$ cat config.mk
export PLATFORM = sky130hd
export DESIGN_NAME = apb4_master_flat
export DESIGN_NICKNAME = d
export VERILOG_FILES = /design/src/rtl/apb4_pkg.sv /design/src/rtl/apb4_master_if.sv /design/src/rtl/apb4_wait_watchdog.sv /design/src/rtl/apb4_master.sv /design/src/flat_wrapper.sv
export SDC_FILE = /design/constraint.sdc
export NUM_CORES = 1
export LEC_CHECK = 0
export ABC_CLOCK_PERIOD_IN_PS = 1800
export CAP_MARGIN = 30
export CORE_MARGIN = 1.5
export CORE_UTILIZATION = 42
export DETAILED_ROUTE_END_ITERATION = 10
export MAX_ROUTING_LAYER = met4
export PLACE_DENSITY = 0.81
export SLEW_MARGIN = 20
export SYNTH_ARGS = -nofsm -noshare
export SYNTH_HDL_FRONTEND = slang
export SYNTH_HIERARCHICAL = 1
export SYNTH_SLANG_ARGS = --single-unit
$ cat constraint.sdc
create_clock -name PCLK -period 1.8 [get_ports PCLK]
set_input_delay 0.27 -clock PCLK [delete_from_list [all_inputs] [get_ports PCLK]]
set_output_delay 0.27 -clock PCLK [all_outputs]
set_load 0.01 [all_outputs]
$ cat src/rtl/apb4_pkg.sv
`default_nettype none
// =============================================================================
// Module   : apb4_pkg
// Purpose  : Shared types and constants for the APB4 requester slice.
// Revision : 1.0 - initial release
// =============================================================================
package apb4_pkg;

    localparam int PROT_W     = 3;
    localparam int WAIT_CNT_W = 8;
    localparam int REQ_ADDR_W = 32;
    localparam int REQ_DATA_W = 32;

    typedef enum logic [1:0] {
        IDLE   = 2'd0,
        SETUP  = 2'd1,
        ACCESS = 2'd2
    } apb_state_e;

    typedef struct packed {
        logic                    write;
        logic [REQ_ADDR_W-1:0]   addr;
        logic [REQ_DATA_W-1:0]   wdata;
        logic [REQ_DATA_W/8-1:0] strb;
        logic [PROT_W-1:0]       prot;
    } apb_req_t;

endpackage
`default_nettype wire

$ cat src/rtl/apb4_master_if.sv
`default_nettype none
// =============================================================================
// Module   : apb4_if
// Purpose  : APB4 bus signal bundle with requester and completer views.
// Revision : 1.0 - initial release
// =============================================================================
interface apb4_if
    import apb4_pkg::*;
#(
    parameter int ADDR_W = 32,
    parameter int DATA_W = 32
);

    logic                  PSEL;
    logic                  PENABLE;
    logic                  PWRITE;
    logic [ADDR_W-1:0]     PADDR;
    logic [DATA_W-1:0]     PWDATA;
    logic [DATA_W/8-1:0]   PSTRB;
    logic [PROT_W-1:0]     PPROT;
    logic                  PREADY;
    logic                  PSLVERR;
    logic [DATA_W-1:0]     PRDATA;

    modport master_drv_mp (
        output PSEL,
        output PENABLE,
        output PWRITE,
        output PADDR,
        output PWDATA,
        output PSTRB,
        output PPROT,
        input  PREADY,
        input  PSLVERR,
        input  PRDATA
    );

    modport slave_mp (
        input  PSEL,
        input  PENABLE,
        input  PWRITE,
        input  PADDR,
        input  PWDATA,
        input  PSTRB,
        input  PPROT,
        output PREADY,
        output PSLVERR,
        output PRDATA
    );

endinterface
`default_nettype wire

$ cat src/rtl/apb4_wait_watchdog.sv
`default_nettype none
// =============================================================================
// Module   : apb4_wait_watchdog
// Purpose  : Saturating wait-state counter with a sticky over-limit flag.
// Revision : 1.0 - initial release
// =============================================================================
module apb4_wait_watchdog
    import apb4_pkg::*;
#(
    parameter int WAIT_LIMIT = 16
) (
    input  wire logic clk_i,
    input  wire logic rst_ni,
    input  wire logic inc_i,
    input  wire logic clr_i,
    output logic      wait_flag_o
);

    localparam logic [WAIT_CNT_W-1:0] c_LIMIT_M1 = WAIT_CNT_W'(WAIT_LIMIT - 1);
    localparam logic [WAIT_CNT_W-1:0] c_CNT_MAX  = {WAIT_CNT_W{1'b1}};

    logic [WAIT_CNT_W-1:0] cnt_q;
    logic [WAIT_CNT_W-1:0] cnt_d;
    logic                  flag_q;
    logic                  flag_d;

    // Flag latches on the increment that reaches the limit and stays until cleared.
    always_comb begin
        cnt_d  = cnt_q;
        flag_d = flag_q;
        if (clr_i) begin
            cnt_d  = '0;
            flag_d = 1'b0;
        end else if (inc_i) begin
            if (cnt_q == c_LIMIT_M1) begin
                flag_d = 1'b1;
            end
            if (cnt_q != c_CNT_MAX) begin
                cnt_d = cnt_q + 1'b1;
            end
        end
    end

    always_ff @(posedge clk_i) begin
        if (!rst_ni) begin
            cnt_q  <= '0;
            flag_q <= 1'b0;
        end else begin
            cnt_q  <= cnt_d;
            flag_q <= flag_d;
        end
    end

    assign wait_flag_o = flag_q;

endmodule
`default_nettype wire

$ cat src/rtl/apb4_master.sv
`default_nettype none
// =============================================================================
// Module   : apb4_master
// Purpose  : APB4 requester turning stimulus requests into SETUP/ACCESS cycles.
// Revision : 1.0 - initial release
// =============================================================================
module apb4_master
    import apb4_pkg::*;
#(
    parameter int ADDR_W     = REQ_ADDR_W,
    parameter int DATA_W     = REQ_DATA_W,
    parameter int WAIT_LIMIT = 16
) (
    input  wire logic                PCLK,
    input  wire logic                PRESETn,
    input  wire logic                transfer,
    input  wire logic                SWRITE,
    input  wire logic [ADDR_W-1:0]   SADDR,
    input  wire logic [DATA_W-1:0]   SWDATA,
    input  wire logic [DATA_W/8-1:0] SSTRB,
    input  wire logic [PROT_W-1:0]   SPROT,
    apb4_if.master_drv_mp            apb,
    output logic                     busy,
    output logic                     done,
    output logic [DATA_W-1:0]        rd_data,
    output logic                     err,
    output logic                     wait_flag
);

    localparam int STRB_W = DATA_W / 8;

    apb_state_e          state_q;
    apb_state_e          state_d;
    logic                psel_q;
    logic                psel_d;
    logic                penable_q;
    logic                penable_d;
    logic                pwrite_q;
    logic                pwrite_d;
    logic [ADDR_W-1:0]   paddr_q;
    logic [ADDR_W-1:0]   paddr_d;
    logic [DATA_W-1:0]   pwdata_q;
    logic [DATA_W-1:0]   pwdata_d;
    logic [STRB_W-1:0]   pstrb_q;
    logic [STRB_W-1:0]   pstrb_d;
    logic [PROT_W-1:0]   pprot_q;
    logic [PROT_W-1:0]   pprot_d;
    logic                done_q;
    logic                done_d;
    logic                err_q;
    logic                err_d;
    logic [DATA_W-1:0]   rd_data_q;
    logic [DATA_W-1:0]   rd_data_d;

    logic                w_load;
    logic                w_access_wait;
    logic                w_complete;

    always_comb begin
        state_d       = state_q;
        psel_d        = psel_q;
        penable_d     = penable_q;
        done_d        = 1'b0;
        err_d         = err_q;
        rd_data_d     = rd_data_q;
        w_load        = 1'b0;
        w_access_wait = 1'b0;
        w_complete    = 1'b0;

        case (state_q)
            IDLE: begin
                if (transfer) begin
                    w_load    = 1'b1;
                    state_d   = SETUP;
                    psel_d    = 1'b1;
                    penable_d = 1'b0;
                end
            end
            SETUP: begin
                state_d   = ACCESS;
                penable_d = 1'b1;
            end
            ACCESS: begin
                if (apb.PREADY) begin
                    w_complete = 1'b1;
                    done_d     = 1'b1;
                    err_d      = apb.PSLVERR;
                    if (!pwrite_q) begin
                        rd_data_d = apb.PRDATA;
                    end
                    // A request waiting at completion chains straight into SETUP.
                    if (transfer) begin
                        w_load    = 1'b1;
                        state_d   = SETUP;
                        psel_d    = 1'b1;
                        penable_d = 1'b0;
                    end else begin
                        state_d   = IDLE;
                        psel_d    = 1'b0;
                        penable_d = 1'b0;
                    end
                end else begin
                    w_access_wait = 1'b1;
                end
            end
            default: begin
                state_d   = IDLE;
                psel_d    = 1'b0;
                penable_d = 1'b0;
            end
        endcase
    end

    // Address-phase fields only change on a capture; they hold through IDLE.
    always_comb begin
        pwrite_d = pwrite_q;
        paddr_d  = paddr_q;
        pwdata_d = pwdata_q;
        pstrb_d  = pstrb_q;
        pprot_d  = pprot_q;
        if (w_load) begin
            pwrite_d = SWRITE;
            paddr_d  = SADDR;
            pwdata_d = SWDATA;
            pstrb_d  = SWRITE ? SSTRB : '0;
            pprot_d  = SPROT;
        end
    end

    always_ff @(posedge PCLK) begin
        if (!PRESETn) begin
            state_q   <= IDLE;
            psel_q    <= 1'b0;
            penable_q <= 1'b0;
            pwrite_q  <= 1'b0;
            paddr_q   <= '0;
            pwdata_q  <= '0;
            pstrb_q   <= '0;
            pprot_q   <= '0;
            done_q    <= 1'b0;
            err_q     <= 1'b0;
            rd_data_q <= '0;
        end else begin
            state_q   <= state_d;
            psel_q    <= psel_d;
            penable_q <= penable_d;
            pwrite_q  <= pwrite_d;
            paddr_q   <= paddr_d;
            pwdata_q  <= pwdata_d;
            pstrb_q   <= pstrb_d;
            pprot_q   <= pprot_d;
            done_q    <= done_d;
            err_q     <= err_d;
            rd_data_q <= rd_data_d;
        end
    end

    apb4_wait_watchdog #(
        .WAIT_LIMIT (WAIT_LIMIT)
    ) u_wait_watchdog (
        .clk_i       (PCLK),
        .rst_ni      (PRESETn),
        .inc_i       (w_access_wait),
        .clr_i       (w_complete),
        .wait_flag_o (wait_flag)
    );

    assign apb.PSEL    = psel_q;
    assign apb.PENABLE = penable_q;
    assign apb.PWRITE  = pwrite_q;
    assign apb.PADDR   = paddr_q;
    assign apb.PWDATA  = pwdata_q;
    assign apb.PSTRB   = pstrb_q;
    assign apb.PPROT   = pprot_q;

    assign busy    = psel_q;
    assign done    = done_q;
    assign err     = err_q;
    assign rd_data = rd_data_q;

endmodule
`default_nettype wire

$ cat src/flat_wrapper.sv
// flat-port wrapper written by rule: the top's interface ports become plain ports
module apb4_master_flat import apb4_pkg::*;
#(
    parameter int ADDR_W     = REQ_ADDR_W,
    parameter int DATA_W     = REQ_DATA_W,
    parameter int WAIT_LIMIT = 16
)
  (PCLK, PRESETn, transfer, SWRITE, SADDR, SWDATA, SSTRB, SPROT, busy, done, rd_data, err, wait_flag, apb_PSEL, apb_PENABLE, apb_PWRITE, apb_PADDR, apb_PWDATA, apb_PSTRB, apb_PPROT, apb_PREADY, apb_PSLVERR, apb_PRDATA);
  apb4_if #(.ADDR_W(ADDR_W), .DATA_W(DATA_W)) apb_i ();
  input  wire logic PCLK;
  input  wire logic PRESETn;
  input  wire logic transfer;
  input  wire logic SWRITE;
  input  wire logic [ADDR_W-1:0] SADDR;
  input  wire logic [DATA_W-1:0] SWDATA;
  input  wire logic [DATA_W/8-1:0] SSTRB;
  input  wire logic [PROT_W-1:0] SPROT;
  output logic busy;
  output logic done;
  output logic [DATA_W-1:0] rd_data;
  output logic err;
  output logic wait_flag;
  output wire logic [$bits(apb_i.PSEL)-1:0] apb_PSEL;
  output wire logic [$bits(apb_i.PENABLE)-1:0] apb_PENABLE;
  output wire logic [$bits(apb_i.PWRITE)-1:0] apb_PWRITE;
  output wire logic [$bits(apb_i.PADDR)-1:0] apb_PADDR;
  output wire logic [$bits(apb_i.PWDATA)-1:0] apb_PWDATA;
  output wire logic [$bits(apb_i.PSTRB)-1:0] apb_PSTRB;
  output wire logic [$bits(apb_i.PPROT)-1:0] apb_PPROT;
  input wire logic [$bits(apb_i.PREADY)-1:0] apb_PREADY;
  input wire logic [$bits(apb_i.PSLVERR)-1:0] apb_PSLVERR;
  input wire logic [$bits(apb_i.PRDATA)-1:0] apb_PRDATA;
  assign apb_PSEL = apb_i.PSEL;
  assign apb_PENABLE = apb_i.PENABLE;
  assign apb_PWRITE = apb_i.PWRITE;
  assign apb_PADDR = apb_i.PADDR;
  assign apb_PWDATA = apb_i.PWDATA;
  assign apb_PSTRB = apb_i.PSTRB;
  assign apb_PPROT = apb_i.PPROT;
  assign apb_i.PREADY = apb_PREADY;
  assign apb_i.PSLVERR = apb_PSLVERR;
  assign apb_i.PRDATA = apb_PRDATA;
  apb4_master #(.ADDR_W(ADDR_W), .DATA_W(DATA_W), .WAIT_LIMIT(WAIT_LIMIT)) u_core (.PCLK(PCLK), .PRESETn(PRESETn), .transfer(transfer), .SWRITE(SWRITE), .SADDR(SADDR), .SWDATA(SWDATA), .SSTRB(SSTRB), .SPROT(SPROT), .apb(apb_i), .busy(busy), .done(done), .rd_data(rd_data), .err(err), .wait_flag(wait_flag));
endmodule
# Word level (Yosys, flattened, before mapping)
# Cells that the tools add are included.
# Widths: inputs -> output; s select.
[op_classes]
n_mux = 18
reduce_logical = 8
n_bitwise = 3
n_addsub = 1
eq_ne = 6
[op_table]
columns = ["op", "count"]
rows = [
  ["$mux 1", 11],
  ["$add 8x1->8 const B", 1],
  ["$eq 8x4->1 const B", 1],
  ["$ne 8x8->1 const B", 1],
  ["$reduce_and 2->1", 4],
  ["$pmux 1 s3", 2],
  ["$pmux 2 s3", 1],
  ["$reduce_and 3->1", 2],
  ["$mux 2", 2],
  ["$mux 4", 1],
  ["$ne 2x2->1 const B", 2],
  ["$not 1->1", 3],
  ["$eq 2x1->1 const B", 1],
  ["$eq 2x2->1 const B", 1],
  ["$logic_not 2->1", 1],
  ["$pmux 1 s2", 1],
  ["$reduce_or 2->1", 1],
]
[word_totals]
word_cells = 49
out_inout_bits = 110
reg_bits = 119
input_bits = 109

# Logic depth before layout (Yosys ltp)
[depth]
depth_word = 3
mapped_depth = 5
mapped_depth_nobuf = 4

# Hierarchy
# The synthesis kept the hierarchy.
[modules_own_cells]
columns = ["module", "instances", "cells_per_inst", "area_per_inst_um2", "seq_area_each_um2"]
rows = [
  ["apb4_master", 1, 476, 4287.9, 2182.1],
  ["apb4_wait_watchdog", 1, 56, 491.7, 180.2],
]

# Least setup slack after synthesis
# OpenSTA, ideal clock, no wires.
[synth_path]
path_type = "flip-flop to flip-flop"
startpoint = "reg u_core.state_q[1]"
endpoint = "reg u_core.u_wait_watchdog.cnt_q[5]"
arrival_time_ps = 1550
setup_ps = 130
n_path_buf = 0
slack_ps = 120
t_required_ps = 1670
path_stages_with_launch = 5
path_cell_list = "dfxtp_1 > nor3b_1 > nand4_1 > a2111oi_0 > nor3_1"
[synth_between]
elab_chain_cells = 3
elab_cells_between_ends = 5
classes_between = "eq/ne (1); mux (2); reduce/logical (2)"
[synth_lines]
columns = ["item", "line_no", "text"]
rows = [
  ["start: declaration", "apb4_master.sv:32", "apb_state_e state_q;"],
  ["start signal: assignment", "apb4_master.sv:144", "state_q <= state_d;"],
  ["$eq 2x2->1", "apb4_master.sv:70", "case (state_q)"],
  ["$mux 1", "apb4_master.sv:70", ""],
  ["via u_core.w_access_wait", "apb4_master.sv:56", "logic w_access_wait;"],
  ["$reduce_and 2->1 (no line)", "-", ""],
  ["end signal: assignment", "apb4_wait_watchdog.sv:49", "cnt_q <= cnt_d;"],
  ["end: declaration", "apb4_wait_watchdog.sv:22", "logic [WAIT_CNT_W-1:0] cnt_q;"],
]
# The timed path passes the listed nets, and every way through them passes these cells.
# A chain may end at the register's enable or synchronous reset.

==> flow_summary.ini <==
[pwr]
powerDensity_mw_per_mm2 = 959
ir_drop_mv = 0.510
leakage_nw = 2.97
power.total_mw = 7.32

[floorplan]
core_area_sq_mm = 0.0110
initial_core_util_pct = 43.5
die_w_um = 110
dieArea_sq_mm = 0.0120
die_h_um = 110
pin_count = 219
placementRows = 38

[synthesis]
synthCells = 532
synth_area_sq_mm = 0.00478
synth_top_cell_area_share_pct = 49.4
ys_async_sr_fraction_pct = 0
synth_area_leaders = dfxtp_1, mux2i_1, nand2_1
avgSynthCellArea_sq_um = 8.98
synth_nets = 642
synth-seq-cells = 118
synth.largest_area_cell = dfxtp_1
ys.flop_type = dfxtp_1
seq_area_frac_synth_pct = 49.4
synth_edf_count = 0
yosysUniqueCellTypes = 37
yosys_warnings = 6

[drt]
drtPass1Iterations = 4
wl_um = 13000
wl_per_cell_um = 14.6
drc = 0
drt_iter0_drc = 195
routed_via_density = 4.92
ant_nets = 0
vias = 4397

[clock_network]
ctsHoldBuffers = 0
cts_tree = done
numClockSinks = 118
cts_resized = 0
numCtsBuffers = 17
clk_latency_ps = 400
ctsLongestPathBuffers = 2
htreeDepth = 4
clk_pin_slew_ps = 50
postCtsSetupRepairBufs = 0
root_buffer = clkbuf_16

[worst_setup_path]
critPathLaunchType = register
r2r-start = u_core/state_q[1]
rr_endpoint = u_core/u_wait_watchdog/cnt_q[5]
path_max_fanout = 7
critPathCaptureType = primary output
critPathKind = register to primary output
cpLargestDelayFamily = buffers and inverters
r2r_slack_ps = 170
cp_slowest_cell = clkdlybuf4s50_1
crit_buf_inv = 1
worstPathRequired_ps = 1530
critical_path_arrival_ps = 1370
crit_chain = clkdlybuf4s50_1
max_stage_delay_ps = 580
r2r_cells = 5

[sta]
hold_viol_final = 0
timing.final.crit_share_pct = 91.2
drv_slew = 0
fin_skew_ps = 7.01
finalSetupViolCount = 0
rsz0062_at_grt = false
worst_pin_slew_ps = 485
min_period_ps = 1640
slew_headroom_pct = 66.8
fmax_mhz = 609

[global_route]
antenna_found_initial = 0
grt_max_degree = 82
grt_pass1_vias = 4274
grt_overflow_total = 0
grt_pass1_wl_um = 20100
track_usage_pct = 22.4

[placement]
gp_congestion = 0.832
hpwl_um = 9350
post-place-cells = 861
portBuffers = 218

[finish]
diodes = 0
fin_cells = 893
nNetsFinal = 850
layout-drive-gt1-share_pct = 6.24
final_common_cell = clkdlybuf4s50_1
layout_common_cells = clkdlybuf4s50_1, nand2_1, dfxtp_1
area_growth_pct = 59.6

[worst_hold_path]
hold_path_depth = 3
worstHoldEndpoint = u_core/rd_data[19]
hold_path.startpoint = PRESETn
hp-class = primary input to register

[job]
drv_cap = 0

[run_status]
outcome = finished clean
-- area by class of cell --
type                       instances  area (sq um)
clock buffer                      23           468
clock inverter                     9           149
fill                             846          3350
inverter                           2          7.51
multi-input combinational        369          2090
sequential                       118          2360
tap                              140           175
timing repair buffer             232          2380
-- state kept, by name (all words and copies together), names as in the netlist, 2 cells and up --
signal and count:
u_core/apb.PPROT 3, u_core/apb.PWDATA 32, u_core/apb.PADDR 32, u_core/rd_data 32, u_core/apb.PSTRB 4, u_core/u_wait_watchdog/cnt_q 8, u_core/state_q 2
-- metal layers --
layer  GRT usage, %  share of wire, %  vias up
li1               -                 -     2191
met1           24.2                40     2035
met2           38.1                51      134
met3           5.51               5.3       37
met4           11.6               3.7        0
met5              -                 0        -
-- worst max path at each step --
stage	start	end	slack [ps]	cells past startpoint
after floorplan	u_core/state_q[1]	u_core/u_wait_watchdog/cnt_q[5]	120	4
after global placement	apb_PREADY	u_core/u_wait_watchdog/cnt_q[5]	-30	6
after detailed placement	apb_PREADY	u_core/apb.PADDR[4]	-40	6
after CTS	u_core/state_q[1]	apb_PENABLE	140	1
after global routing	u_core/state_q[1]	u_core/u_wait_watchdog/cnt_q[5]	1	5
final	u_core/state_q[1]	apb_PENABLE	160	1
-- per-stage QoR --
stage	util [%]	cell area (sq um)	hold WS, ps	setup slack (ps)	TNS, ps
5_1_grt	69.5	7630	246	1.47	0
6_report	69.5	7630	242	159	0
3_5_place_dp	63.9	7010	441	-38.4	-62.2
2_1_floorplan	-	4780	400	120	0
3_3_place_gp	63.9	7010	436	-29.8	-29.8
4_1_cts	69.5	7630	227	144	0
-- Yosys cell counts (2+ instances only) --
| master | instances |
|---|---|
| buf_2 | 8 |
| nor4_1 | 2 |
| o21ai_0 | 2 |
| dfxtp_1 | 118 |
| a31oi_1 | 2 |
| a21oi_1 | 6 |
| buf_6 | 4 |
| o21a_1 | 2 |
| nand2b_1 | 2 |
| mux2i_1 | 74 |
| nand4_1 | 2 |
| inv_1 | 2 |
| clkbuf_1 | 17 |
| nand2_1 | 180 |
| buf_12 | 6 |
| buf_4 | 5 |
| and2_1 | 2 |
| nor2b_1 | 2 |
| a2111o_1 | 2 |
| nand3_1 | 38 |
| and4_1 | 3 |
| nor3_1 | 3 |
| o21ai_1 | 34 |
| buf_1 | 3 |
-- cells by family after synthesis --
group	after synthesis	synth area share, %
AOI/OAI and AO/OA	52	6.20
adders and majority gates	1	0.262
buffers and inverters	45	6.81
DFF	118	49.4
muxes	74	15.5
and+or+nand+nor	242	21.8
-- report_power, final --
group | internal [mW] | switching [mW] | total (mW)
Sequential | 2.75 | 0.0736 | 2.82
Combinational | 0.590 | 0.393 | 0.983
Clock | 2.38 | 1.13 | 3.52
Power figures use the tool's default switching activity.
